--- src/rtl/cpu_ctrl_pkg.sv ---
// Shared types for the Mini SRC hardwired control unit:
// state encodings, opcodes, instruction classes and the strobe bundle.
package cpu_ctrl_pkg;

  localparam int OPW = 5;
  localparam int IRW = 32;

  typedef enum logic [3:0] {
    S_T0    = 4'd0,
    S_T1    = 4'd1,
    S_T2    = 4'd2,
    S_T3    = 4'd3,
    S_T4    = 4'd4,
    S_T5    = 4'd5,
    S_T6    = 4'd6,
    S_PAUSE = 4'd7,
    S_HALT  = 4'd8
  } state_t;

  localparam logic [OPW-1:0] OP_LDI  = 5'b00001;
  localparam logic [OPW-1:0] OP_ADD  = 5'b00011;
  localparam logic [OPW-1:0] OP_SUB  = 5'b00100;
  localparam logic [OPW-1:0] OP_AND  = 5'b00101;
  localparam logic [OPW-1:0] OP_OR   = 5'b00110;
  localparam logic [OPW-1:0] OP_SHR  = 5'b00111;
  localparam logic [OPW-1:0] OP_SHRA = 5'b01000;
  localparam logic [OPW-1:0] OP_SHL  = 5'b01001;
  localparam logic [OPW-1:0] OP_ROR  = 5'b01010;
  localparam logic [OPW-1:0] OP_ROL  = 5'b01011;
  localparam logic [OPW-1:0] OP_ADDI = 5'b01100;
  localparam logic [OPW-1:0] OP_ANDI = 5'b01101;
  localparam logic [OPW-1:0] OP_ORI  = 5'b01110;
  localparam logic [OPW-1:0] OP_MUL  = 5'b01111;
  localparam logic [OPW-1:0] OP_DIV  = 5'b10000;
  localparam logic [OPW-1:0] OP_NEG  = 5'b10001;
  localparam logic [OPW-1:0] OP_NOT  = 5'b10010;
  localparam logic [OPW-1:0] OP_MFHI = 5'b11000;
  localparam logic [OPW-1:0] OP_MFLO = 5'b11001;
  localparam logic [OPW-1:0] OP_NOP  = 5'b11010;
  localparam logic [OPW-1:0] OP_HALT = 5'b11011;

  typedef enum logic [3:0] {
    CL_NOP,
    CL_ALU,
    CL_IMM,
    CL_LDI,
    CL_UNARY,
    CL_MULDIV,
    CL_MFHI,
    CL_MFLO,
    CL_HALT
  } iclass_t;

  typedef struct packed {
    logic           pc_out;
    logic           zhigh_out;
    logic           zlow_out;
    logic           mdr_out;
    logic           hi_out;
    logic           lo_out;
    logic           mar_in;
    logic           z_in;
    logic           pc_in;
    logic           mdr_in;
    logic           ir_in;
    logic           y_in;
    logic           hi_in;
    logic           lo_in;
    logic           inc_pc;
    logic           mdr_read;
    logic           gra;
    logic           grb;
    logic           grc;
    logic           r_in;
    logic           r_out;
    logic           ba_out;
    logic           c_out;
    logic [OPW-1:0] operation;
    logic           run;
  } ctrl_t;

  function automatic logic [OPW-1:0] get_op(
    input logic [IRW-1:0] ir
  );
    return ir[IRW-1 -: OPW];
  endfunction

endpackage

--- src/rtl/control_sequencer_if.sv ---
// Control bundle between the sequencer and the datapath:
// IR and stop flow in, strobes flow out.
interface control_sequencer_if #(
  parameter int IRW = 32,
  parameter int OPW = 5
);
  logic [IRW-1:0] ir;
  logic           stop;
  logic           PCout;
  logic           ZHighOut;
  logic           ZLowOut;
  logic           MDRout;
  logic           HIout;
  logic           LOout;
  logic           MARin;
  logic           Zin;
  logic           PCin;
  logic           MDRin;
  logic           IRin;
  logic           Yin;
  logic           HIin;
  logic           LOin;
  logic           IncPC;
  logic           MDRread;
  logic           Gra;
  logic           Grb;
  logic           Grc;
  logic           Rin;
  logic           Rout;
  logic           BAout;
  logic           Cout;
  logic [OPW-1:0] operation;
  logic           run;

  modport master (
    input  ir, stop,
    output PCout, ZHighOut, ZLowOut, MDRout,
    output HIout, LOout,
    output MARin, Zin, PCin, MDRin, IRin,
    output Yin, HIin, LOin,
    output IncPC, MDRread,
    output Gra, Grb, Grc, Rin, Rout,
    output BAout, Cout,
    output operation, run
  );

  modport slave (
    output ir, stop,
    input  PCout, ZHighOut, ZLowOut, MDRout,
    input  HIout, LOout,
    input  MARin, Zin, PCin, MDRin, IRin,
    input  Yin, HIin, LOin,
    input  IncPC, MDRread,
    input  Gra, Grb, Grc, Rin, Rout,
    input  BAout, Cout,
    input  operation, run
  );
endinterface

--- src/rtl/ctrl_decode.sv ---
// Opcode to instruction class, plus the T-step index that
// ends the instruction (its boundary).
module ctrl_decode
  import cpu_ctrl_pkg::*;
(
  input  logic [OPW-1:0] i_op,
  output iclass_t        o_cls,
  output logic [2:0]     o_last
);

  iclass_t w_cls;

  always_comb begin
    w_cls = CL_NOP;
    unique case (i_op)
      OP_ADD, OP_SUB, OP_AND, OP_OR,
      OP_SHR, OP_SHRA, OP_SHL,
      OP_ROR, OP_ROL:         w_cls = CL_ALU;
      OP_ADDI, OP_ANDI,
      OP_ORI:                 w_cls = CL_IMM;
      OP_LDI:                 w_cls = CL_LDI;
      OP_NEG, OP_NOT:         w_cls = CL_UNARY;
      OP_MUL, OP_DIV:         w_cls = CL_MULDIV;
      OP_MFHI:                w_cls = CL_MFHI;
      OP_MFLO:                w_cls = CL_MFLO;
      OP_HALT:                w_cls = CL_HALT;
      default:                w_cls = CL_NOP;
    endcase
  end

  always_comb begin
    o_last = 3'd3;
    unique case (1'b1)
      (w_cls == CL_MULDIV): o_last = 3'd6;
      (w_cls == CL_ALU),
      (w_cls == CL_IMM),
      (w_cls == CL_LDI):    o_last = 3'd5;
      (w_cls == CL_UNARY):  o_last = 3'd4;
      default:              o_last = 3'd3;
    endcase
  end

  assign o_cls = w_cls;

endmodule

--- src/rtl/control_sequencer.sv ---
// Hardwired Mini SRC control unit: fetch T0-T2, then
// class-specific execute steps, with pause and halt handling.
module control_sequencer
  import cpu_ctrl_pkg::*;
#(
  parameter int OPW = cpu_ctrl_pkg::OPW,
  parameter int IRW = cpu_ctrl_pkg::IRW
)(
  input  logic                clk,
  input  logic                clr,
  control_sequencer_if.master bus
);

  state_t          r_state;
  state_t          w_next;
  logic            r_go;
  iclass_t         w_cls;
  logic [2:0]      w_last;
  logic [OPW-1:0]  w_op;
  logic            w_bound;
  ctrl_t           w_ctl;
  logic            w_unused_ir;

  assign w_op        = bus.ir[IRW-1 -: OPW];
  assign w_unused_ir = ^bus.ir;

  ctrl_decode u_dec (
    .i_op   (w_op),
    .o_cls  (w_cls),
    .o_last (w_last)
  );

  // r_go holds the machine idle in T0 until the first edge after clr lifts
  always_ff @(posedge clk or negedge clr) begin
    if (!clr) begin
      r_state <= S_T0;
      r_go    <= 1'b0;
    end else begin
      r_go <= 1'b1;
      if (r_go) r_state <= w_next;
    end
  end

  assign w_bound = (r_state >= {1'b0, w_last});

  always_comb begin
    w_next = r_state;
    unique case (r_state)
      S_T0: w_next = S_T1;
      S_T1: w_next = S_T2;
      S_T2: w_next = S_T3;
      S_T3, S_T4, S_T5, S_T6: begin
        if (!w_bound) begin
          w_next = state_t'(r_state + 4'd1);
        end else if (w_cls == CL_HALT) begin
          w_next = S_HALT;
        end else if (bus.stop) begin
          w_next = S_PAUSE;
        end else begin
          w_next = S_T0;
        end
      end
      S_PAUSE: begin
        if (!bus.stop) w_next = S_T0;
      end
      S_HALT:  w_next = S_HALT;
      default: w_next = S_T0;
    endcase
  end

  always_comb begin
    w_ctl = '0;
    if (r_go) begin
      unique case (r_state)
        S_T0: begin
          w_ctl.run    = 1'b1;
          w_ctl.pc_out = 1'b1;
          w_ctl.mar_in = 1'b1;
          w_ctl.inc_pc = 1'b1;
          w_ctl.z_in   = 1'b1;
        end
        S_T1: begin
          w_ctl.run      = 1'b1;
          w_ctl.zlow_out = 1'b1;
          w_ctl.pc_in    = 1'b1;
          w_ctl.mdr_read = 1'b1;
          w_ctl.mdr_in   = 1'b1;
        end
        S_T2: begin
          w_ctl.run     = 1'b1;
          w_ctl.mdr_out = 1'b1;
          w_ctl.ir_in   = 1'b1;
        end
        S_T3: begin
          w_ctl.run = 1'b1;
          unique case (w_cls)
            CL_ALU, CL_IMM: begin
              w_ctl.grb   = 1'b1;
              w_ctl.r_out = 1'b1;
              w_ctl.y_in  = 1'b1;
            end
            CL_LDI: begin
              w_ctl.grb    = 1'b1;
              w_ctl.ba_out = 1'b1;
              w_ctl.y_in   = 1'b1;
            end
            CL_UNARY: begin
              w_ctl.grb       = 1'b1;
              w_ctl.r_out     = 1'b1;
              w_ctl.operation = w_op;
              w_ctl.z_in      = 1'b1;
            end
            CL_MULDIV: begin
              w_ctl.gra   = 1'b1;
              w_ctl.r_out = 1'b1;
              w_ctl.y_in  = 1'b1;
            end
            CL_MFHI: begin
              w_ctl.gra    = 1'b1;
              w_ctl.r_in   = 1'b1;
              w_ctl.hi_out = 1'b1;
            end
            CL_MFLO: begin
              w_ctl.gra    = 1'b1;
              w_ctl.r_in   = 1'b1;
              w_ctl.lo_out = 1'b1;
            end
            default: ;
          endcase
        end
        S_T4: begin
          w_ctl.run = 1'b1;
          unique case (w_cls)
            CL_ALU: begin
              w_ctl.grc       = 1'b1;
              w_ctl.r_out     = 1'b1;
              w_ctl.operation = w_op;
              w_ctl.z_in      = 1'b1;
            end
            CL_IMM: begin
              w_ctl.c_out     = 1'b1;
              w_ctl.operation = w_op;
              w_ctl.z_in      = 1'b1;
            end
            CL_LDI: begin
              w_ctl.c_out     = 1'b1;
              w_ctl.operation = OP_ADD;
              w_ctl.z_in      = 1'b1;
            end
            CL_UNARY: begin
              w_ctl.zlow_out = 1'b1;
              w_ctl.gra      = 1'b1;
              w_ctl.r_in     = 1'b1;
            end
            CL_MULDIV: begin
              w_ctl.grb       = 1'b1;
              w_ctl.r_out     = 1'b1;
              w_ctl.operation = w_op;
              w_ctl.z_in      = 1'b1;
            end
            default: ;
          endcase
        end
        S_T5: begin
          w_ctl.run = 1'b1;
          unique case (w_cls)
            CL_ALU, CL_IMM, CL_LDI: begin
              w_ctl.zlow_out = 1'b1;
              w_ctl.gra      = 1'b1;
              w_ctl.r_in     = 1'b1;
            end
            CL_MULDIV: begin
              w_ctl.zlow_out = 1'b1;
              w_ctl.lo_in    = 1'b1;
            end
            default: ;
          endcase
        end
        S_T6: begin
          w_ctl.run = 1'b1;
          if (w_cls == CL_MULDIV) begin
            w_ctl.zhigh_out = 1'b1;
            w_ctl.hi_in     = 1'b1;
          end
        end
        default: ;
      endcase
    end
  end

  assign bus.PCout     = w_ctl.pc_out;
  assign bus.ZHighOut  = w_ctl.zhigh_out;
  assign bus.ZLowOut   = w_ctl.zlow_out;
  assign bus.MDRout    = w_ctl.mdr_out;
  assign bus.HIout     = w_ctl.hi_out;
  assign bus.LOout     = w_ctl.lo_out;
  assign bus.MARin     = w_ctl.mar_in;
  assign bus.Zin       = w_ctl.z_in;
  assign bus.PCin      = w_ctl.pc_in;
  assign bus.MDRin     = w_ctl.mdr_in;
  assign bus.IRin      = w_ctl.ir_in;
  assign bus.Yin       = w_ctl.y_in;
  assign bus.HIin      = w_ctl.hi_in;
  assign bus.LOin      = w_ctl.lo_in;
  assign bus.IncPC     = w_ctl.inc_pc;
  assign bus.MDRread   = w_ctl.mdr_read;
  assign bus.Gra       = w_ctl.gra;
  assign bus.Grb       = w_ctl.grb;
  assign bus.Grc       = w_ctl.grc;
  assign bus.Rin       = w_ctl.r_in;
  assign bus.Rout      = w_ctl.r_out;
  assign bus.BAout     = w_ctl.ba_out;
  assign bus.Cout      = w_ctl.c_out;
  assign bus.operation = w_ctl.operation;
  assign bus.run       = w_ctl.run;

endmodule

--- src/flat_wrapper.sv ---
// flat-port wrapper written by rule: the top's interface ports become plain ports
module control_sequencer_flat import cpu_ctrl_pkg::*;
#(
  parameter int OPW = cpu_ctrl_pkg::OPW,
  parameter int IRW = cpu_ctrl_pkg::IRW
)
  (clk, clr, bus_ir, bus_stop, bus_PCout, bus_ZHighOut, bus_ZLowOut, bus_MDRout, bus_HIout, bus_LOout, bus_MARin, bus_Zin, bus_PCin, bus_MDRin, bus_IRin, bus_Yin, bus_HIin, bus_LOin, bus_IncPC, bus_MDRread, bus_Gra, bus_Grb, bus_Grc, bus_Rin, bus_Rout, bus_BAout, bus_Cout, bus_operation, bus_run);
  control_sequencer_if #(.IRW(IRW), .OPW(OPW)) bus_i ();
  input  logic clk;
  input  logic clr;
  input wire logic [$bits(bus_i.ir)-1:0] bus_ir;
  input wire logic [$bits(bus_i.stop)-1:0] bus_stop;
  output wire logic [$bits(bus_i.PCout)-1:0] bus_PCout;
  output wire logic [$bits(bus_i.ZHighOut)-1:0] bus_ZHighOut;
  output wire logic [$bits(bus_i.ZLowOut)-1:0] bus_ZLowOut;
  output wire logic [$bits(bus_i.MDRout)-1:0] bus_MDRout;
  output wire logic [$bits(bus_i.HIout)-1:0] bus_HIout;
  output wire logic [$bits(bus_i.LOout)-1:0] bus_LOout;
  output wire logic [$bits(bus_i.MARin)-1:0] bus_MARin;
  output wire logic [$bits(bus_i.Zin)-1:0] bus_Zin;
  output wire logic [$bits(bus_i.PCin)-1:0] bus_PCin;
  output wire logic [$bits(bus_i.MDRin)-1:0] bus_MDRin;
  output wire logic [$bits(bus_i.IRin)-1:0] bus_IRin;
  output wire logic [$bits(bus_i.Yin)-1:0] bus_Yin;
  output wire logic [$bits(bus_i.HIin)-1:0] bus_HIin;
  output wire logic [$bits(bus_i.LOin)-1:0] bus_LOin;
  output wire logic [$bits(bus_i.IncPC)-1:0] bus_IncPC;
  output wire logic [$bits(bus_i.MDRread)-1:0] bus_MDRread;
  output wire logic [$bits(bus_i.Gra)-1:0] bus_Gra;
  output wire logic [$bits(bus_i.Grb)-1:0] bus_Grb;
  output wire logic [$bits(bus_i.Grc)-1:0] bus_Grc;
  output wire logic [$bits(bus_i.Rin)-1:0] bus_Rin;
  output wire logic [$bits(bus_i.Rout)-1:0] bus_Rout;
  output wire logic [$bits(bus_i.BAout)-1:0] bus_BAout;
  output wire logic [$bits(bus_i.Cout)-1:0] bus_Cout;
  output wire logic [$bits(bus_i.operation)-1:0] bus_operation;
  output wire logic [$bits(bus_i.run)-1:0] bus_run;
  assign bus_i.ir = bus_ir;
  assign bus_i.stop = bus_stop;
  assign bus_PCout = bus_i.PCout;
  assign bus_ZHighOut = bus_i.ZHighOut;
  assign bus_ZLowOut = bus_i.ZLowOut;
  assign bus_MDRout = bus_i.MDRout;
  assign bus_HIout = bus_i.HIout;
  assign bus_LOout = bus_i.LOout;
  assign bus_MARin = bus_i.MARin;
  assign bus_Zin = bus_i.Zin;
  assign bus_PCin = bus_i.PCin;
  assign bus_MDRin = bus_i.MDRin;
  assign bus_IRin = bus_i.IRin;
  assign bus_Yin = bus_i.Yin;
  assign bus_HIin = bus_i.HIin;
  assign bus_LOin = bus_i.LOin;
  assign bus_IncPC = bus_i.IncPC;
  assign bus_MDRread = bus_i.MDRread;
  assign bus_Gra = bus_i.Gra;
  assign bus_Grb = bus_i.Grb;
  assign bus_Grc = bus_i.Grc;
  assign bus_Rin = bus_i.Rin;
  assign bus_Rout = bus_i.Rout;
  assign bus_BAout = bus_i.BAout;
  assign bus_Cout = bus_i.Cout;
  assign bus_operation = bus_i.operation;
  assign bus_run = bus_i.run;
  control_sequencer #(.OPW(OPW), .IRW(IRW)) u_core (.clk(clk), .clr(clr), .bus(bus_i));
endmodule
--- config.mk ---
export PLATFORM = sky130hd
export DESIGN_NAME = control_sequencer_flat
export DESIGN_NICKNAME = d
export VERILOG_FILES = /design/src/rtl/cpu_ctrl_pkg.sv /design/src/rtl/control_sequencer_if.sv /design/src/rtl/ctrl_decode.sv /design/src/rtl/control_sequencer.sv /design/src/flat_wrapper.sv
export SDC_FILE = /design/constraint.sdc
export NUM_CORES = 1
export LEC_CHECK = 0
export BUFFER_PORTS_ARGS = -buffer_cell sky130_fd_sc_hd__buf_2
export CORE_MARGIN = 5
export CORE_UTILIZATION = 43
export DETAILED_ROUTE_END_ITERATION = 10
export GPL_TIMING_DRIVEN = 0
export PLACE_DENSITY = 0.77
export SLEW_MARGIN = 20
export SYNTH_ARGS = -nofsm -noshare
export SYNTH_HDL_FRONTEND = slang
export SYNTH_SLANG_ARGS = --single-unit
--- constraint.sdc ---
create_clock -name clk -period 5.7 [get_ports clk]
set_input_delay 0.57 -clock clk [delete_from_list [all_inputs] [get_ports clk]]
set_output_delay 0.57 -clock clk [all_outputs]
set_load 0.02 [all_outputs]
==> qor.csv, run 1 <==
stage,metric,value,unit
global_route,grt_max_degree,11,
clocking,clk_pin_slew,0.04,ns
clocking,clockBufferDepth,2,
critical_path,end_kind,output pin,
timing,setup_tns,0,ns
critical_path,cp_data_arrival_time,2.49,ns
yosys,synth_top_family_by_area,simple AND/OR/NAND/NOR gates,
critical_path,critPathLaunchType,register,
timing,finalCritPeriodShare,53.6,%
yosys,syn_nets,198,
yosys,ys.flop_type,dfrtp_1,
routing,drc,0,
clocking,insertion_delay,0.24,ns
clocking,numCtsBuffers,3,
timing,max_freq,327,MHz
global_route,grt_usage,17.4,%
timing,finalWorstSetupSlack,2.64,ns
timing,drv_slew,0,
power,power_density,334,nW/µm²
yosys,yosys.area_share.adder,8.02,%
timing,setup_violations,0,
clocking,root_buffer,clkbuf_4,
power,ir_worst_vdd,0.000257,V
timing,grt_setup_unrepaired,false,
critical_path,crit_end,bus_operation[1],
clocking,cts_resized,0,
global_route,overflow,0,
min_path,hold_path.class,input port to async pin,
global_route,grt_pass1_wl,5090,µm
global_route,grt_pass1_vias,1195,
yosys,syn_area,1090,µm²
yosys,netlist_instances,156,
timing,period_needed,3.06,ns
timing,hold_violations,0,
status,run_status,"complete, no violations",
final_layout,drive_gt1_share,27.2,%
yosys,syn-mean-instance-area,7.00,µm²
critical_path,r2r-start,u_core.r_state[0]$_DFFE_PN0P_,
clocking,htreeDepth,1,
routing,drt_iter0_drc,76,
power,leakage,0.647,nW
placement,post-place-ws,2.63,ns
timing,worst_slew_pin_slew,0.573,ns
floorplan,die_x,60.4,µm
final_layout,diodes,0,
routing,viasPerCell,5.75,
critical_path,crit_required,5.13,ns
floorplan,die_area,3650,µm²
yosys,synth-edff-count,0,
placement,place.gp.congestion,0.947,
floorplan,die_y,60.4,µm
clocking,cts_sinks,5,
critical_path,r2r-end,u_core.r_state[0]$_DFFE_PN0P_,
final_layout,mostFrequentLayoutCells,"buf_2 (38), nor2_1 (15), nand2_1 (14)",
final_layout,final_net_count,238,
routing,ant_nets,0,
routing,drt-total-wl,3140,µm
final_layout,fillers,249,
critical_path,path_class,register to output pin,
final_layout,synthToLayoutAreaGrowth,21.9,%
critical_path,r2r_cells,7,
placement,place.detailed.hpwl,2530,µm
timing,slew_headroom,61.5,%
yosys,synth-xor-area-share,0.802,%
critical_path,startpoint,u_core.r_state[0]$_DFFE_PN0P_,
yosys,synth_compound_area_share,31.3,%
yosys,ys_seq_elements,5,
routing,first_pass_iters,5,
clocking,cts_tree,yes,
yosys,synth.yosys.seq_area_share,11.5,%
final_layout,layout_commonest_cell,buf_2,
floorplan,rows,18,
placement,io_buffers,35,
critical_path,cp_max_fo,9,
yosys,synth_mux_area_share,1.83,%
yosys,yosysWarnings,0,
critical_path,rrSetupSlack,3.50,ns
floorplan,initial_core_util,44.5,%
yosys,async_flop_share,100,%
routing,vias,1294,
floorplan,core,2450,µm²
flow_run,cap_violations,0,
clocking,holdBufCountCts,0,
yosys,ys_types,50,
clocking,post_cts_buffers,0,
global_route,antenna_found_initial,0,
routing,wire_per_inst,13.9,µm
timing,finClkSkew,0.000772,ns
floorplan,ios,64,
yosys,yosys.area_share.simple,33.6,%
-- worst min-delay path by stage --
stage	slack, ns	start	to	depth (start not counted)
floorplan	0.27	clr	u_core.r_go$_DFF_PN0_	0
global placement	0.38	clr	u_core.r_state[2]$_DFFE_PN0P_	1
detailed placement	0.38	clr	u_core.r_state[3]$_DFFE_PN0P_	1
CTS	0.13	clr	u_core.r_state[3]$_DFFE_PN0P_	1
global route	0.12	clr	u_core.r_state[3]$_DFFE_PN0P_	1
finish	0.13	clr	u_core.r_state[2]$_DFFE_PN0P_	1
-- registers in the layout, summed over array words and instances, names as in the netlist --
register	cells
u_core.r_go	1
u_core.r_state	4
-- routing by layer --
metal	vias to the layer above	part of all wire, %	track usage [%]
li1	652	-	-
met1	601	43	21.7
met2	41	52	32.7
met3	0	5.2	0.638
met4	0	0	4.11
met5	-	0	0
-- power breakdown --
group	internal [mW]	leakage, nW	switching (mW)	total [mW]
Combinational	0.128	0.569	0.215	0.343
Sequential	0.0468	0.0632	0.0157	0.0625
Clock	0.0264	0.0150	0.0130	0.0393
Total	0.201	0.647	0.244	0.445
-- cells by family (layout without fill, tap and decap cells) --
group | Yosys count | after routing
compound gates | 45 | 45
xor+xnor | 1 | 1
fa+ha+maj | 7 | 7
buf+inv | 26 | 65
flops | 5 | 5
mux | 2 | 2
other cells | 1 | 1
simple gates | 69 | 69
-- worst max-delay path: stages (launching register included) --
cell and delay (ns):
dfrtp_1 0.44, inv_1 0.17, ha_1 0.16, clkbuf_1 0.31, nand2_1 0.10, nor3_1 0.30, a31oi_1 0.18, a2111oi_2 0.36
buf_2 0.23
-- through the flow --
| step | total power, mW | utilization, % | instance area [µm²] | hold slack, ns | instances |
|---|---|---|---|---|---|
| after floorplan | 0.317 | - | 1090 | 0.274 | 156 |
| after global placement | 0.393 | 53.2 | 1310 | 0.381 | 221 |
| after detailed placement | 0.402 | 53.2 | 1310 | 0.383 | 221 |
| after CTS | 0.445 | 54.2 | 1330 | 0.126 | 225 |
| after global routing | 0.487 | 54.2 | 1330 | 0.121 | 225 |
| final | 0.445 | 54.2 | 1330 | 0.134 | 225 |
-- layout make-up --
| type | count | area, µm² | area share, % |
|---|---|---|---|
| Inverter | 7 | 26.3 | 1.97 |
| Timing Repair Buffer | 35 | 175 | 13.2 |
| Multi-Input combinational cell | 125 | 828 | 62.2 |
| Sequential cell | 5 | 125 | 9.40 |
| Tap cell | 30 | 37.5 | 2.82 |
| Buffer | 19 | 113 | 8.46 |
| Clock buffer | 4 | 26.3 | 1.97 |
-- synth_stat cells (2+ instances only) --
cell type | n | area share, %
dfrtp_1 | 5 | 11
a32oi_1 | 2 | 1.6
buf_2 | 3 | 1.4
nor3b_1 | 5 | 3.4
mux2i_1 | 2 | 1.8
a211oi_1 | 4 | 2.7
nor2_1 | 15 | 5.2
a21boi_1 | 3 | 2.1
o21ai_0 | 6 | 2.7
o2111a_1 | 2 | 2.1
and2_1 | 2 | 1.1
o21ai_1 | 2 | 0.92
and3_1 | 6 | 3.4
nand4b_1 | 2 | 1.6
buf_6 | 2 | 2.1
a22oi_1 | 2 | 1.4
o311ai_1 | 2 | 1.6
nand2b_1 | 2 | 1.1
nor2b_1 | 3 | 1.7
nand2_1 | 14 | 4.8
nand3b_1 | 2 | 1.4
inv_1 | 7 | 2.4
ha_1 | 7 | 8.0
a31oi_1 | 4 | 2.3
nand4_1 | 2 | 1.1
buf_4 | 6 | 4.1
a21oi_1 | 6 | 2.7
clkbuf_1 | 7 | 2.4
nor3_1 | 5 | 2.3
o211ai_1 | 2 | 1.4
nand3_1 | 4 | 1.8
or2_1 | 2 | 1.1
(Power assumes the default switching activity.)
==> inputs of run 2 (changes only) <==
--- a/config.mk
+++ b/config.mk
@@ -7,10 +7,10 @@
 export LEC_CHECK = 0
 export BUFFER_PORTS_ARGS = -buffer_cell sky130_fd_sc_hd__buf_2
 export CORE_MARGIN = 5
-export CORE_UTILIZATION = 43
+export CORE_UTILIZATION = 40
 export DETAILED_ROUTE_END_ITERATION = 10
 export GPL_TIMING_DRIVEN = 0
-export PLACE_DENSITY = 0.77
+export PLACE_DENSITY = 0.75
 export SLEW_MARGIN = 20
 export SYNTH_ARGS = -nofsm -noshare
 export SYNTH_HDL_FRONTEND = slang
==> constraint.sdc (replaced) <==
create_clock -name clk -period 2.7 [get_ports clk]
set_input_delay 0.27 -clock clk [delete_from_list [all_inputs] [get_ports clk]]
set_output_delay 0.27 -clock clk [all_outputs]
set_load 0.02 [all_outputs]
==> run 2 against run 1 <==
First-iteration DRC count rose by 59%. Sequential share of layout area decreased by 0.070 points. Final area grew 0.75%. Count of clock-buffer cells in the layout is the same. Largest cell class unchanged. Highest routed layer is now met4.
==> qor.csv, run 2 (synthesis results as in run 1) <==
stage,metric,value,unit,change
critical_path,r2r-start,u_core.r_state[0]$_DFFE_PN0P_,,
routing,drc,0,,unchanged
power,ir_worst_vdd,0.000477,V,+86%
global_route,grt_max_degree,11,,unchanged
clocking,post_cts_buffers,0,,unchanged
clocking,clk_pin_slew,0.04,ns,about the same
placement,dpl-instance-area,1310,µm²,about the same
timing,period_needed,2.55,ns,
final_layout,fin_cells,226,,+0.44%
timing,hold_violations,0,,unchanged
floorplan,rows,19,,+1
routing,first_pass_iters,4,,-1
timing,hold_slack,0.371,ns,+0.238 ns
final_layout,final_area,1340,µm²,+0.75%
final_layout,mostFrequentLayoutCells,"buf_2 (38), nor2_1 (15), nand2_1 (14)",,
final_layout,layout_commonest_cell,buf_2,,
floorplan,ios,64,,unchanged
critical_path,crit_chain,"buf_2, clkbuf_1, nor3_1, a211oi_1, or2_1, ha_1, a211oi_1, o21a_1, o21ai_1, o311ai_1",,
critical_path,end_kind,register,,
critical_path,rrSetupSlack,0.81,ns,-2.69 ns
timing,setup_violations,0,,unchanged
critical_path,cpPeakStageDelay,0.46,ns,+0.02 ns
clocking,root_buffer,clkbuf_4,,
status,run_status,"complete, no violations",,
global_route,antenna_found_initial,0,,unchanged
clocking,htreeDepth,1,,unchanged
floorplan,die_area,3880,µm²,+6.2%
flow_run,cap_violations,0,,unchanged
final_layout,reg.largest.list,"u_core.r_state (4), u_core.r_go (1)",,
routing,vias,1309,,+1.2%
critical_path,cp_data_arrival_time,2.68,ns,+0.19 ns
critical_path,startpoint,bus_ir[30],,
clocking,clockBufferDepth,2,,unchanged
critical_path,r2r-end,u_core.r_state[0]$_DFFE_PN0P_,,
placement,dp.cells,222,,+0.45%
critical_path,crit_end,u_core.r_state[0]$_DFFE_PN0P_,,
timing,worst_slew_pin_slew,0.661,ns,+0.0871 ns
placement,place.gp.congestion,0.906,,-4.3%
routing,drt_iter0_drc,121,,+59%
critical_path,cp.depth,10,,+2
final_layout,fin_util,49.9,%,-4.3 points
routing,viasPerCell,5.79,,+0.71%
routing,wire_per_inst,13.7,µm,-2.0%
final_layout,final_net_count,238,,unchanged
critical_path,crit_required,2.83,ns,-2.30 ns
timing,finalWorstSetupSlack,0.152,ns,-2.49 ns
clocking,cts_sinks,5,,unchanged
timing,finClkSkew,0.00352,ns,+0.00275 ns
critical_path,path_buf_inv,2,,-1
critical_path,cp_max_fo,10,,+1
floorplan,initial_core_util,40.7,%,-3.8 points
min_path,hold_path.class,input port to async pin,,
critical_path,critPathLaunchType,input port,,
timing,max_freq,392,MHz,
timing,slew_headroom,55.6,%,-5.9 points
global_route,grt_usage,16.2,%,-1.2 points
final_layout,largest_reg_flops,4,,unchanged
power,power,0.931,mW,+110%
power,leakage,0.648,nW,+0.26%
routing,ant_nets,0,,unchanged
final_layout,diodes,0,,unchanged
global_route,grt_pass1_wl,5440,µm,+6.9%
floorplan,die_x,62.3,µm,+3.1%
clocking,numCtsBuffers,3,,unchanged
critical_path,cpMaxStageDelayCell,nor3_1,,
timing,drv_slew,0,,unchanged
clocking,insertion_delay,0.24,ns,about the same
critical_path,r2r_cells,6,,-1
timing,finalCritPeriodShare,94.4,%,
final_layout,regMostFlops,u_core.r_state,,
critical_path,path_class,input port to register,,
global_route,grt_pass1_vias,1147,,-4.0%
timing,setup_tns,0,ns,unchanged
floorplan,core,2690,µm²,+9.4%
routing,drt-total-wl,3090,µm,-1.6%
critical_path,crit_path_frequent_cell,a211oi_1,,
final_layout,drive_gt1_share,27.7,%,+0.51 points
floorplan,die_y,62.3,µm,+3.1%
timing,grt_setup_unrepaired,false,,
placement,post-place-ws,-0.00617,ns,-2.64 ns
placement,place.detailed.hpwl,2390,µm,-5.6%
placement,io_buffers,35,,unchanged
power,power_density,694,nW/µm²,+110%
clocking,cts_tree,yes,,
global_route,overflow,0,,unchanged
final_layout,synthToLayoutAreaGrowth,22.8,%,
critical_path,crit_family,compound AO/OA/AOI/OAI gates,,
==> run 2: changes by cell type in the layout (fill, tap and decap cells not counted) <==
cell,previous run,this run
dlygate4sd3_1,0,1
clkbuf_1,8,7
ha_1,7,6
ha_2,0,1
==> run 2: area by class of cell <==
type                            count  area [µm²]
Buffer                             18         109
Sequential cell                     5         125
Multi-Input combinational cell    125         831
Fill cell                         295        1350
Tap cell                           31        38.8
Clock buffer                        4        26.3
Timing Repair Buffer               36         185
Inverter                            7        26.3
==> run 2: timing repair <==
| item | in CTS | in global routing |
|---|---|---|
| resized for setup | 0 | 1 |
| hold endpoints to repair | 5 | 0 |
| endpoints found under the setup margin | 0 | 2 |
| hold buffers | 1 | 0 |
==> run 2: power by group <==
group	internal, mW	leakage [nW]	total [mW]	switching, mW
Sequential	0.0989	0.0632	0.129	0.0306
Combinational	0.276	0.570	0.718	0.441
Clock	0.0557	0.0150	0.0840	0.0282
Total	0.431	0.648	0.931	0.500
==> run 2: how the worst min path moves through the flow <==
stage | startpoint | to | slack (ns) | depth (start not counted)
after detailed placement | clr | u_core.r_state[1]$_DFFE_PN0P_ | 0.09 | 1
after CTS | clr | u_core.r_state[1]$_DFFE_PN0P_ | 0.37 | 2
final | clr | u_core.r_state[1]$_DFFE_PN0P_ | 0.37 | 2
after global placement | clr | u_core.r_state[0]$_DFFE_PN0P_ | 0.08 | 1
after global routing | clr | u_core.r_state[1]$_DFFE_PN0P_ | 0.39 | 2
after floorplan | clr | u_core.r_go$_DFF_PN0_ | -0.03 | 0
==> run 2: routing by layer <==
layer  track usage [%]  wire [µm]  vias to the layer above
met4              3.98         21                        0
li1                  -          -                      657
met2              24.7       1420                       50
met3              3.78        258                        2
met5                 0          0                        -
met1              22.8       1390                      600
==> run 2: worst reg2reg max path, stage by stage (launching register included) <==
cell      delay [ns]
dfrtp_1         0.42
inv_1           0.16
ha_2            0.29
nor3_1          0.09
a211oi_1        0.38
o21ai_1         0.16
o311ai_1        0.30
